[src/rtl/gs_pkg.sv]
// Shared types and constants for the GS pipeline front end.
package gs_pkg;

  localparam int unsigned GS_ADDR_W = 32;
  localparam int unsigned GS_WORD_W = 32;

  // PC fetched first after reset.
  localparam logic [GS_ADDR_W-1:0] GS_BOOT_ADDR = 32'h0000_0000;

  // Fetch request sequencer states.
  typedef enum logic [1:0] {
    IF_IDLE,
    IF_REQ,
    IF_WAIT,
    IF_DRAIN
  } if_state_t;

  // One queued instruction with the PC it was fetched from.
  typedef struct packed {
    logic [GS_ADDR_W-1:0] pc;
    logic [GS_WORD_W-1:0] instr;
  } fetch_entry_t;

endpackage

[src/rtl/gs_fetch_fifo.sv]
// Small synchronous FIFO of fetch entries. Depth must be a power of two so
// the pointers wrap naturally. Clear empties the queue and wins over push/pop.
module gs_fetch_fifo
  import gs_pkg::*;
#(
  parameter int unsigned Depth = 2
) (
  input  logic                         clk,
  input  logic                         rst,
  input  logic                         push_i,
  input  fetch_entry_t                 push_data_i,
  input  logic                         pop_i,
  input  logic                         clear_i,
  output logic [$clog2(Depth+1)-1:0]   count_o,
  output fetch_entry_t                 head_o
);

  localparam int unsigned PtrW = (Depth > 1) ? $clog2(Depth) : 1;
  localparam int unsigned CntW = $clog2(Depth + 1);

  fetch_entry_t    mem_q [Depth];
  logic [PtrW-1:0] wr_ptr_q;
  logic [PtrW-1:0] rd_ptr_q;
  logic [CntW-1:0] count_q;

  // Storage, pointers and occupancy; storage is zeroed so outputs read 0 in reset.
  always_ff @(posedge clk or negedge rst) begin
    if (!rst) begin
      for (int unsigned i = 0; i < Depth; i++) begin
        mem_q[i] <= '0;
      end
      wr_ptr_q <= '0;
      rd_ptr_q <= '0;
      count_q  <= '0;
    end else if (clear_i) begin
      wr_ptr_q <= '0;
      rd_ptr_q <= '0;
      count_q  <= '0;
    end else begin
      if (push_i) begin
        mem_q[wr_ptr_q] <= push_data_i;
        wr_ptr_q        <= wr_ptr_q + PtrW'(1);
      end
      if (pop_i) begin
        rd_ptr_q <= rd_ptr_q + PtrW'(1);
      end
      case ({push_i, pop_i})
        2'b10:   count_q <= count_q + CntW'(1);
        2'b01:   count_q <= count_q - CntW'(1);
        default: count_q <= count_q;
      endcase
    end
  end

  assign count_o = count_q;
  assign head_o  = mem_q[rd_ptr_q];

endmodule

[src/rtl/gs_if_stage.sv]
// GS instruction-fetch stage: owns the fetch PC, issues one request at a time
// on a req/gnt/rvalid interface, queues returned words and presents them to
// decode. Redirects flush the queue and drain any in-flight response.
// Optional build macro GS_IF_PERF_CNT_EN adds fetch/redirect event counters.
module gs_if_stage
  import gs_pkg::*;
#(
  parameter int unsigned          ADDR_SIZE = 32,
  parameter int unsigned          WORD_SIZE = 32,
  parameter logic [ADDR_SIZE-1:0] BOOT_ADDR = GS_BOOT_ADDR,
  parameter int unsigned          BUF_DEPTH = 2
) (
  input  logic                 clk,
  input  logic                 rst,
  output logic                 imem_req_o,
  output logic [ADDR_SIZE-1:0] imem_addr_o,
  input  logic                 imem_gnt_i,
  input  logic                 imem_rvalid_i,
  input  logic [WORD_SIZE-1:0] imem_rdata_i,
  input  logic                 redirect_i,
  input  logic [ADDR_SIZE-1:0] redirect_pc_i,
  input  logic                 halt_if_i,
  output logic [ADDR_SIZE-1:0] pc_o,
  output logic [ADDR_SIZE-1:0] pc_4_o,
  output logic [WORD_SIZE-1:0] instr_o,
  output logic                 if_valid_o
`ifdef GS_IF_PERF_CNT_EN
  ,
  output logic [31:0]          perf_fetched_o,
  output logic [31:0]          perf_redirect_o
`endif
);

  localparam int unsigned CntW = $clog2(BUF_DEPTH + 1);

  if_state_t            state_q, state_d;
  logic [ADDR_SIZE-1:0] fetch_pc_q, fetch_pc_d;
  logic [ADDR_SIZE-1:0] req_pc_q, req_pc_d;

  logic                 push;
  logic                 pop;
  fetch_entry_t         push_entry;
  fetch_entry_t         head;
  logic [CntW-1:0]      fifo_count;
  logic [31:0]          occupancy;
  logic                 issue_ok;

  // Reserve a queue slot for the outstanding response so a push never overflows.
  assign occupancy = 32'(fifo_count) + 32'(state_q == IF_WAIT);
  assign issue_ok  = occupancy < BUF_DEPTH;

  // Request sequencing and fetch-PC update; redirect overrides the normal flow.
  always_comb begin
    state_d     = state_q;
    fetch_pc_d  = fetch_pc_q;
    req_pc_d    = req_pc_q;
    imem_req_o  = 1'b0;
    imem_addr_o = '0;
    push        = 1'b0;

    case (state_q)
      IF_IDLE: state_d = IF_REQ;
      IF_REQ: begin
        if (issue_ok) begin
          imem_req_o  = 1'b1;
          imem_addr_o = fetch_pc_q;
          if (imem_gnt_i) begin
            req_pc_d = fetch_pc_q;
            state_d  = IF_WAIT;
          end
        end
      end
      IF_WAIT: begin
        if (imem_rvalid_i) begin
          push       = 1'b1;
          fetch_pc_d = fetch_pc_q + ADDR_SIZE'(4);
          state_d    = IF_REQ;
        end
      end
      IF_DRAIN: begin
        if (imem_rvalid_i) begin
          state_d = IF_REQ;
        end
      end
      default: state_d = IF_IDLE;
    endcase

    if (redirect_i) begin
      fetch_pc_d = {redirect_pc_i[ADDR_SIZE-1:2], 2'b00};
      push       = 1'b0;
      case (state_q)
        // A grant in the redirect cycle still produces a response we must swallow.
        IF_REQ:  state_d = (imem_req_o && imem_gnt_i) ? IF_DRAIN : IF_REQ;
        IF_WAIT: state_d = imem_rvalid_i ? IF_REQ : IF_DRAIN;
        default: ;
      endcase
    end
  end

  // Sequencer state and fetch PCs.
  always_ff @(posedge clk or negedge rst) begin
    if (!rst) begin
      state_q    <= IF_IDLE;
      fetch_pc_q <= BOOT_ADDR;
      req_pc_q   <= '0;
    end else begin
      state_q    <= state_d;
      fetch_pc_q <= fetch_pc_d;
      req_pc_q   <= req_pc_d;
    end
  end

  assign push_entry = '{pc: req_pc_q, instr: imem_rdata_i};

  gs_fetch_fifo #(
    .Depth (BUF_DEPTH)
  ) u_fetch_fifo (
    .clk         (clk),
    .rst         (rst),
    .push_i      (push),
    .push_data_i (push_entry),
    .pop_i       (pop),
    .clear_i     (redirect_i),
    .count_o     (fifo_count),
    .head_o      (head)
  );

  // Decode-facing view of the queue head; redirect kills it combinationally.
  assign if_valid_o = (fifo_count != '0) && !redirect_i;
  assign pop        = if_valid_o && !halt_if_i;
  assign pc_o       = head.pc;
  assign pc_4_o     = head.pc + ADDR_SIZE'(4);
  assign instr_o    = head.instr;

`ifdef GS_IF_PERF_CNT_EN
  logic [31:0] perf_fetched_q;
  logic [31:0] perf_redirect_q;

  // Event counters; both wrap on overflow.
  always_ff @(posedge clk or negedge rst) begin
    if (!rst) begin
      perf_fetched_q  <= '0;
      perf_redirect_q <= '0;
    end else begin
      if (push) begin
        perf_fetched_q <= perf_fetched_q + 32'd1;
      end
      if (redirect_i) begin
        perf_redirect_q <= perf_redirect_q + 32'd1;
      end
    end
  end

  assign perf_fetched_o  = perf_fetched_q;
  assign perf_redirect_o = perf_redirect_q;
`endif

endmodule

[config.mk]
export PLATFORM = sky130hd
export DESIGN_NAME = gs_if_stage
export DESIGN_NICKNAME = d
export VERILOG_FILES = /design/src/rtl/gs_pkg.sv /design/src/rtl/gs_fetch_fifo.sv /design/src/rtl/gs_if_stage.sv
export SDC_FILE = /design/constraint.sdc
export NUM_CORES = 1
export LEC_CHECK = 0
export BUFFER_PORTS_ARGS = -buffer_cell sky130_fd_sc_hd__buf_2
export CORE_ASPECT_RATIO = 0.5
export CORE_MARGIN = 1.5
export CORE_UTILIZATION = 50
export CTS_BUF_LIST = sky130_fd_sc_hd__clkbuf_4
export DETAILED_ROUTE_END_ITERATION = 8
export PLACE_DENSITY = 0.74
export REMOVE_ABC_BUFFERS = 1
export SYNTH_ARGS = -nofsm -noshare
export SYNTH_HDL_FRONTEND = slang
export SYNTH_SLANG_ARGS = --single-unit
[constraint.sdc]
create_clock -name clk -period 7.84 [get_ports clk]
set_input_delay 1.176 -clock clk [delete_from_list [all_inputs] [get_ports clk]]
set_output_delay 1.176 -clock clk [all_outputs]
set_load 0.01 [all_outputs]
Word-level counts from Yosys, hierarchy flattened
Index checks and enable logic that the tools add are counted.
- memory bits (writable): 0
- ROM bits: 0
- memories kept: 0
- register bits: 198
- latch bits: 0
- input port bits: 70
- divide/modulo/power cells: 0
- equality and inequality tests: 5
- bitwise logic cells: 3
- reduce and logical (&&, ||, !) cells: 17
- add/sub/neg operators: 7
- mux-type cells: 30
- magnitude comparators: 4
- multiply operators: 0
- shift-type cells: 0
- operators with widths (kind ; number):
    64-bit 2-to-1 mux ; 4
    32-bit 2-to-1 mux ; 5
    128-bit bitwise mux ; 1
    32-bit by 3-bit adder with 32-bit output (second input constant) ; 2
    64-bit demux with 1-bit select ; 1
    2-bit 2-to-1 mux ; 7
    2-bit nonzero test ; 5
    1-bit 2-to-1 mux ; 9
    2-bit case mux with 2 select lines ; 2
    2-bit equality test (second input constant) ; 3
    2-bit case mux with 3 select lines ; 1
    2-bit by 1-bit equality test with 1-bit output (second input constant) ; 2
    2-bit greater-or-equal comparator (second input constant) ; 2
    1-bit logical AND ; 4
    1-bit NOT with 2-bit output ; 2
    2-bit AND reduction ; 2
    2-bit by 1-bit adder with 3-bit output ; 1
    3-bit by 2-bit < comparator with 1-bit output (second input constant) ; 1
    3-bit AND reduction ; 1
    3-bit nonzero test ; 1
    1-bit adder (second input constant) ; 2
    2-bit by 1-bit adder with 2-bit output (second input constant) ; 1
    1-bit zero test ; 2
    2-bit zero test ; 1
    4 further kinds ; 4

Longest topological paths before layout
Gate-level depths: netlist (run 1).
- word-level depth: 9
- depth in mapped cells: 13

Cells and area by module
From an unflattened synthesis (run 1), not the netlist that was laid out.
- cells, all modules: 783
- area total of the unflattened synthesis: 9978.3 um2
- modules (own cells, without submodules) (module ; sequential area each (um2) ; instances ; cells an instance ; area an instance (um2)):
    gs_fetch_fifo ; 3303.2 ; 1 ; 359 ; 6033.3
    gs_if_stage ; 1551.5 ; 1 ; 424 ; 3945.0

Worst setup path after synthesis (run 1)
Ideal clock, no wire load.
- kind: flip-flop to output port
- start: register u_fetch_fifo.rd_ptr_q
- end: output pc_4_o[30]
- arrival: 2.818 ns
- stages on the path, launching flop included: 14
- setup slack: 3.846 ns
- path buffers: 5
- cells stage by stage: dfrtp_1 -> buf_6 -> buf_6 -> buf_2 -> clkbuf_1 -> buf_2 -> mux2i_1 -> inv_1 -> ha_1 -> nand4b_1 -> a21oi_2 -> nand4_1 -> nor3_1 -> xor2_1
- word-level cells in the longest chain between the ends: 5
- RTL lines (item ; line ; RTL):
    from (decl) ; gs_fetch_fifo.sv:23 ; logic [PtrW-1:0] rd_ptr_q;
    from (signal assigned) ; gs_fetch_fifo.sv:45 ; rd_ptr_q <= rd_ptr_q + PtrW'(1);
    1-bit NOT with 2-bit output (not written as such) ; gs_fetch_fifo.sv:56 ; assign head_o = mem_q[rd_ptr_q];
    64-bit 2-to-1 mux (not written as such) (3 in series) ; gs_fetch_fifo.sv:56 ;
    net pc_o[2] ; gs_if_stage.sv:23 ; output logic [ADDR_SIZE-1:0] pc_o,
    32-bit by 3-bit adder with 32-bit output ; gs_if_stage.sv:132 ; assign pc_4_o = head.pc + ADDR_SIZE'(4);
    to (decl) ; gs_if_stage.sv:24 ; output logic [ADDR_SIZE-1:0] pc_4_o,
The timed path passes the listed nets, and every way through them passes these cells. The select of a mux whose other input is x is not followed.

Worst setup path in the final report (run 1)
- start: register u_fetch_fifo.rd_ptr_q
- end: output pc_4_o[30]
- word-level cells in the longest chain between the ends: 5
- RTL lines (item ; line):
    1-bit NOT with 2-bit output (not written as such) ; gs_fetch_fifo.sv:56
    64-bit 2-to-1 mux (not written as such) (3 in series) ; gs_fetch_fifo.sv:56
    32-bit by 3-bit adder with 32-bit output ; gs_if_stage.sv:132
Every way passes these cells. The select of a mux whose other input is x is not followed.

==> flow_summary.toml, run 1 <==
[sta]
setup_violations = 0
fmax_ghz = 0.1950
tightest_slew_ns = 1.147
period_share_pct = 65.41
timing.setup.tns_ns = 0
worst_clock_skew_ns = 0.02322
slew_headroom_pct = 23.54
endpoints_failing_hold = 0
final_max_slew_viol_count = 0
period_minus_slack_ns = 5.128
rsz_0062_raised_after_global_routing = "false"

[clock_tree]
worstSkewPairLatency_ns = 0.57
path_clk_slew_ns = 0.15
root_buffer = "clkbuf_4"
clock_path_buffers = 2
cts_post_setup_buffers_inserted = 0
cts_htree_levels = 4
cts_hold_buffers = 0
cts-buffers-inserted = 17
cts_tree = "yes"
cts-resized-gates = 0
clock_sink_count = 190

[yosys]
avgSynthCellArea_um2 = 11.98
yosys.area.top_type_share_pct = 49.56
synth.yosys.warnings = 0
count_of_different_cell_masters_after_synthesis = 51
netlist.top_cell.by_area = "dfrtp_1"
ys_dominant_reg_cell = "dfrtp_1"
synthArstFlopShare_pct = 100.0
synth-seq-cells = 190
synth_cells = 801
synth.top_cells.by_area = "dfrtp_1, mux2_2, xnor2_1, nand2_1, and3_1"
synth-edff-count = 0
synth-seq-area-share_pct = 49.56
mappedNetlistArea_mm2 = 0.009593

[layout]
antennaDiodeCount = 0
synthesis_to_layout_area_growth_pct = 14.63
nNetsFinal = 1050
post-route-util_pct = 59.09
fraction_of_layout_cells_with_a_size_suffix_above_1_pct = 46.10
final.fill_count = 1577
mostFrequentLayoutCell = "mux2_2"
layout.cells.most_common_list = "mux2_2, buf_2, dfrtp_1"

[power]
vdd_ir_drop_max_uv = 161.4
switchingPower_mw = 1.072
clock_power_share_pct = 17.7
pwr_cell_area_mw_per_mm2 = 274.9
power.switching_fraction_pct = 35.47
cellLeakagePower_nw = 5.502
combinationalPowerShare_pct = 35.6
cell_internal_pwr_mw = 1.951
seq_power_share_pct = 46.7

[drt]
dr_total_vias = 6703
drc_errors = 0
detailedRoute.firstIterationViolations = 232
drt_pre_antenna_iters = 4
post_drt_via_cell_ratio = 5.380
wl_mm = 21.44
post_drt_wl_per_cell_um = 17.21
detail_route_antenna_nets = 0

[worst_setup_path]
arrival_ns = 3.95
regToRegEndpoint = "fetch_pc_q[27]$_DFFE_PN0P_"
critPathCapture = "pc_4_o[30]"
reg2reg_slack_ns = 5.10
crit-reg2reg-launch = "state_q[0]$_DFF_PN0_"
setup.worst_path.start = "u_fetch_fifo.rd_ptr_q$_DFFE_PN0P_"
crit_required_ns = 6.66
reg2regPathDepth = 7
criticalPathCategory = "flip-flop to output pin"
crit_path_max_fanout = 54
critical_path_capture_point_type = "output pin"
setup.worst_path.start_class = "flip-flop"

[floorplan]
die_area_mm2 = 0.02008
dieWidth_um = 198.9
die_height_um = 100.9
std_cell_rows = 35
fp.coreArea_mm2 = 0.01861
floorplan.initialDensity_pct = 51.54
ios = 200

[placed_design]
place.gp.congestion = 0.8517
hpwlAfterDp_mm = 14.79
io_buffers = 191

[global_routing]
grt_antenna_before_repair = 0
grt_first_pass_wirelength_mm = 34.70
globalRoute.totalOverflow = 0
maximum_number_of_pins_on_one_net_before_global_route_repair = 117
grt.total_usage_pct = 22.27
vias_in_the_first_global_route = 6732

[job]
cap_violations = 0

[outcome]
status = "finished, final reports clean"

[min_path]
min_path_type = "flip-flop to flip-flop"
registers in the layout, summed over array words and instances, names as in the netlist:
| register | cells |
|---|---|
| u_fetch_fifo.rd_ptr_q | 1 |
| fetch_pc_q | 30 |
| u_fetch_fifo.count_o | 2 |
| state_q | 2 |
| u_fetch_fifo.wr_ptr_q | 1 |
| u_fetch_fifo.mem_q | 124 |
| req_pc_q | 30 |
worst max-delay path, stage by stage (launching register included):
cell,delay [ns]
dfrtp_4,0.78
buf_4,0.62
mux2_2,0.29
ha_1,0.20
nand4_1,0.15
a21oi_2,0.46
nand4_1,0.29
nor3_1,0.26
xor2_1,0.17
buf_2,0.15
worst min-delay path by stage:
stage	from	to	slack, ns	cells after the start
after CTS	u_fetch_fifo.mem_q[19]$_DFFE_PN0P_	u_fetch_fifo.mem_q[19]$_DFFE_PN0P_	0.52	1
after global routing	u_fetch_fifo.mem_q[19]$_DFFE_PN0P_	u_fetch_fifo.mem_q[19]$_DFFE_PN0P_	0.53	1
after global placement	u_fetch_fifo.mem_q[28]$_DFFE_PN0P_	u_fetch_fifo.mem_q[28]$_DFFE_PN0P_	0.48	1
after detailed placement	u_fetch_fifo.mem_q[63]$_DFFE_PN0P_	u_fetch_fifo.mem_q[63]$_DFFE_PN0P_	0.49	1
after floorplan	req_pc_q[11]$_DFFE_PN0P_	req_pc_q[11]$_DFFE_PN0P_	0.46	2
final	u_fetch_fifo.mem_q[19]$_DFFE_PN0P_	u_fetch_fifo.mem_q[19]$_DFFE_PN0P_	0.52	1
power by group through the flow:
stage          Sequential [mW]  Clock (mW)  Combinational [mW]
2_1_floorplan             1.37           0               0.707
3_3_place_gp              1.41           0                1.06
3_5_place_dp              1.43           0                1.08
4_1_cts                   1.41       0.554                1.09
5_1_grt                   1.45       0.601                1.18
6_report                  1.41       0.536                1.08
layout make-up:
class                      instances  area, um2  share of cell area [%]
clock buffer                      17      127.6                   1.161
clock inverter                    15      152.6                   1.388
inverter                          14      52.55                  0.4779
multi-input combinational        552       4557                   41.44
sequential                       190       4758                   43.27
tap                              259      324.1                   2.947
timing repair buffer             199       1025                   9.318
layer usage:
| metal | track usage, % | vias to the layer above | wire, um |
|---|---|---|---|
| met2 | 37.92 | 129 | 10400 |
| li1 | - | 3180 | - |
| met1 | 30.00 | 3378 | 10170 |
| met4 | 5.420 | 0 | 197 |
| met5 | 0 | - | 0 |
| met3 | 3.546 | 16 | 672 |
through the flow:
step	cells	area [um2]	power [mW]	hold slack, ns	setup slack (ns)
after floorplan	756	9345	2.075	0.4621	2.598
after global placement	1214	10720	2.465	0.4809	3.353
after detailed placement	1214	10720	2.516	0.4867	3.275
after CTS	1246	11000	3.053	0.5210	2.625
after global routing	1246	11000	3.226	0.5316	2.279
final	1246	11000	3.023	0.5190	2.712
cells by family (layout without fill, tap and decap cells):
family | after synthesis | count (layout) | share of synthesized area [%]
mux | 213 | 213 | 24.89
simple gates | 206 | 206 | 12.01
flops | 190 | 190 | 49.56
compound gates | 67 | 67 | 4.461
buf+inv | 64 | 245 | 3.326
xor+xnor | 54 | 54 | 4.930
fa+ha+maj | 6 | 6 | 0.7826
other cells | 1 | 6 | 0.03909
cell usage after synthesis (all sizes together) (2+ instances only):
library cell / n
mux2: 204
dfrtp: 190
nand2: 63
and3: 37
o21ai: 37
buf: 36
xnor2: 31
nand3: 24
nor2: 23
xor2: 23
nand4: 15
clkbuf: 14
inv: 14
a21oi: 10
nor3: 10
mux2i: 9
nor4: 8
ha: 6
nor2b: 6
and2: 5
nand4b: 5
a21o: 4
a32o: 4
a22oi: 3
and4: 3
a31oi: 2
nand2b: 2
nand3b: 2
o22ai: 2
or3: 2
Note: power is estimated with default switching activity, not from simulation.
==> run 2, diff against run 1 <==
--- a/config.mk
+++ b/config.mk
@@ -5,13 +5,14 @@
 export SDC_FILE = /design/constraint.sdc
 export NUM_CORES = 1
 export LEC_CHECK = 0
+export ABC_AREA = 1
 export BUFFER_PORTS_ARGS = -buffer_cell sky130_fd_sc_hd__buf_2
 export CORE_ASPECT_RATIO = 0.5
 export CORE_MARGIN = 1.5
 export CORE_UTILIZATION = 50
 export CTS_BUF_LIST = sky130_fd_sc_hd__clkbuf_4
 export DETAILED_ROUTE_END_ITERATION = 8
-export PLACE_DENSITY = 0.74
+export PLACE_DENSITY = 0.73
 export REMOVE_ABC_BUFFERS = 1
 export SYNTH_ARGS = -nofsm -noshare
 export SYNTH_HDL_FRONTEND = slang
==> constraint.sdc (replaced) <==
create_clock -name clk -period 4.8 [get_ports clk]
set_input_delay 0.72 -clock clk [delete_from_list [all_inputs] [get_ports clk]]
set_output_delay 0.72 -clock clk [all_outputs]
set_load 0.01 [all_outputs]
==> run 2 against run 1 <==
  * The flow now finishes with violations (DRC)
  * Power up 80%
  * Combinational power rose by 110%
  * Clock power up 70%
  * Clock skew up 0.0084 ns
  * Largest cell class unchanged
  * Highest routed layer unchanged
==> flow_summary.toml, run 2 <==
[worst_setup_path]
worst_path_most_repeated_cell = "nand2_1"
critical_path_buf_inv_count = 3
criticalPathCategory = "flip-flop to output pin"
timing.critical_path.slowest_stage_cell = "buf_4"
critical-path-top-delay-family = "buffers and inverters"
worstPathCellList = "buf_4, nand2_1, nand2_1, ha_1, nand3_4, inv_2, nand2_1, nor2_2, xor2_1, buf_2"
crit-reg2reg-launch = "state_q[0]$_DFF_PN0_"
arrival_ns = 3.28
setup.worst_path.start = "u_fetch_fifo.rd_ptr_q$_DFFE_PN0P_"
setup.worst_path.start_class = "flip-flop"
worst_path_largest_cell_delay_ns = 0.71
crit_path_max_fanout = 84
critical_path_capture_point_type = "output pin"
crit_required_ns = 4.08

[layout]
mostFrequentLayoutCell = "nand2_1"
largest_reg_flops = 124
synthesis_to_layout_area_growth_pct = 13.21
reg.largest.list = "u_fetch_fifo.mem_q x124, fetch_pc_q x30, req_pc_q x30"
finalNonFillerCells = 1937
regMostFlops = "u_fetch_fifo.mem_q"
layout.cells.most_common_list = "nand2_1, buf_2, dfrtp_1"
fin_area_mm2 = 0.01180
nNetsFinal = 1726
fraction_of_layout_cells_with_a_size_suffix_above_1_pct = 16.18
final.fill_count = 1951

[drt]
post_drt_via_cell_ratio = 5.062
post_drt_wl_per_cell_um = 14.39
drc_errors = 9
dr_total_vias = 9805
detailedRoute.firstIterationViolations = 1004
drt_pre_antenna_iters = 8
detail_route_antenna_nets = 0
wl_mm = 27.88

[min_path]
min_path_type = "primary input to asynchronous set/reset pin"

[yosys]
avgSynthCellArea_um2 = 6.986
synth-seq-area-share_pct = 45.62
mappedNetlistArea_mm2 = 0.01042
synth.top_cells.by_area = "dfrtp_1, nand2_1, o21ai_0, inv_1, nor2_1"
synth.yosys.warnings = 0
synthArstFlopShare_pct = 100.0
netlist.top_cell.by_area = "dfrtp_1"
ys_dominant_reg_cell = "dfrtp_1"
synth-edff-count = 0
synth_common_cells = "nand2_1, dfrtp_1, o21ai_0, inv_1, nor2_1"
synth_most_common_cell = "nand2_1"
count_of_different_cell_masters_after_synthesis = 36
yosys.area.top_type_share_pct = 45.62
synth-seq-cells = 190
synth_cells = 1492

[global_routing]
globalRoute.totalOverflow = 0
vias_in_the_first_global_route = 9188
grt.total_usage_pct = 26.52
grt_antenna_before_repair = 1
maximum_number_of_pins_on_one_net_before_global_route_repair = 97
grt_first_pass_wirelength_mm = 46.03

[sta]
worst_clock_skew_ns = 0.03160
final_max_slew_viol_count = 0
setup_violations = 0
period_share_pct = 83.25
timing.setup.tns_ns = 0
whs_ns = 0.1514
rsz_0062_raised_after_global_routing = "false"
period_minus_slack_ns = 3.996
tightest_slew_ns = 1.066
slew_headroom_pct = 28.79
fmax_ghz = 0.2503
endpoints_failing_hold = 0

[clock_tree]
cts_htree_levels = 4
cts-buffers-inserted = 17
cts_post_setup_buffers_inserted = 0
cts-resized-gates = 0
path_clk_slew_ns = 0.17
clock_sink_count = 190
clock_path_buffers = 2
root_buffer = "clkbuf_4"
worstSkewPairLatency_ns = 0.62
cts_tree = "yes"
cts_hold_buffers = 0

[floorplan]
std_cell_rows = 37
floorplan.initialDensity_pct = 50.82
die_area_mm2 = 0.02177
die_height_um = 105.1
dieWidth_um = 207.2
ios = 200
fp.coreArea_mm2 = 0.02051

[power]
seq_power_share_pct = 41.4
combinationalPowerShare_pct = 41.8
power.switching_fraction_pct = 43.87
finalPower_mw = 5.430
pwr_cell_area_mw_per_mm2 = 460.2
switchingPower_mw = 2.382
cellLeakagePower_nw = 6.275
vdd_ir_drop_max_uv = 194.9
cell_internal_pwr_mw = 3.048
clock_power_share_pct = 16.8

[outcome]
failed_checks = "DRC"
status = "finished with violations"

[placed_design]
io_buffers = 191
place.gp.congestion = 0.9161
placedCellCount = 1904
postPlaceCellArea_mm2 = 0.01150
hpwlAfterDp_mm = 19.76

[job]
cap_violations = 0
-- run 2: logic make-up (layout without fill, tap and decap cells) --
| kind of cell | count (synthesis) | in the layout | share of synthesized area, % |
|---|---|---|---|
| other cells | 1 | 7 | 0.03598 |
| xor+xnor | 25 | 25 | 2.101 |
| flops | 190 | 190 | 45.62 |
| buf+inv | 241 | 407 | 9.568 |
| compound gates | 205 | 205 | 10.31 |
| simple gates | 824 | 824 | 31.64 |
| fa+ha+maj | 6 | 6 | 0.7203 |
-- run 2: final timing paths --
check / end / slack [ns] / depth (start not counted)
worst min-delay path: u_fetch_fifo.mem_q[79]$_DFFE_PN0P_ / 0.15 / 1
worst max register to register: u_fetch_fifo.mem_q[108]$_DFFE_PN0P_ / 2.10 / 7
max in group asynchronous: u_fetch_fifo.mem_q[58]$_DFFE_PN0P_ / 3.63 / 2
worst min register to register: u_fetch_fifo.mem_q[89]$_DFFE_PN0P_ / 0.50 / 2
min in group clk: fetch_pc_q[29]$_DFFE_PN0P_ / 0.32 / 3
worst max-delay path: pc_4_o[12] / 0.80 / 10
-- run 2: final cells by class --
| class | instances | area, um2 | area share, % |
|---|---|---|---|
| well taps | 273 | 341.6 | 2.895 |
| clock inverters | 15 | 171.4 | 1.453 |
| clock buffers | 17 | 127.6 | 1.082 |
| inverters | 174 | 653.1 | 5.536 |
| repair buffers | 201 | 1037 | 8.791 |
| diodes | 1 | 2.502 | 0.02121 |
| multi-input cells | 1066 | 4710 | 39.92 |
| flip-flops and latches | 190 | 4756 | 40.31 |
-- run 2: worst register-to-register path: stages (launching register included) --
cell and delay, ns:
dfrtp_1 0.47, inv_1 0.10, ha_1 0.25, nand2_2 0.15
nor2_1 0.39, nand2_4 0.60, buf_4 0.46, o21ai_0 0.19
-- run 2: power by group through the flow --
stage	Combinational [mW]	Clock (mW)	Sequential [mW]
after floorplan	1.37	0	2.25
after detailed placement	2.27	0	2.27
after CTS	2.28	0.940	2.24
after global routing	2.55	1.00	2.30
after global placement	2.21	0	2.25
final	2.27	0.912	2.25
-- run 2: per-stage QoR --
step | setup WS, ns | util [%]
floorplan | 0.1490 | -
global placement | 1.368 | 56.06
detailed placement | 1.248 | 56.06
CTS | 0.7397 | 57.52
global route | 0.5054 | 57.53
finish | 0.8041 | 57.53
-- run 2: layer usage --
metal	track usage, %	routed length [um]
met1	36.59	13250
met2	43.36	12910
met5	0	0
met3	4.479	1281
met4	7.353	429
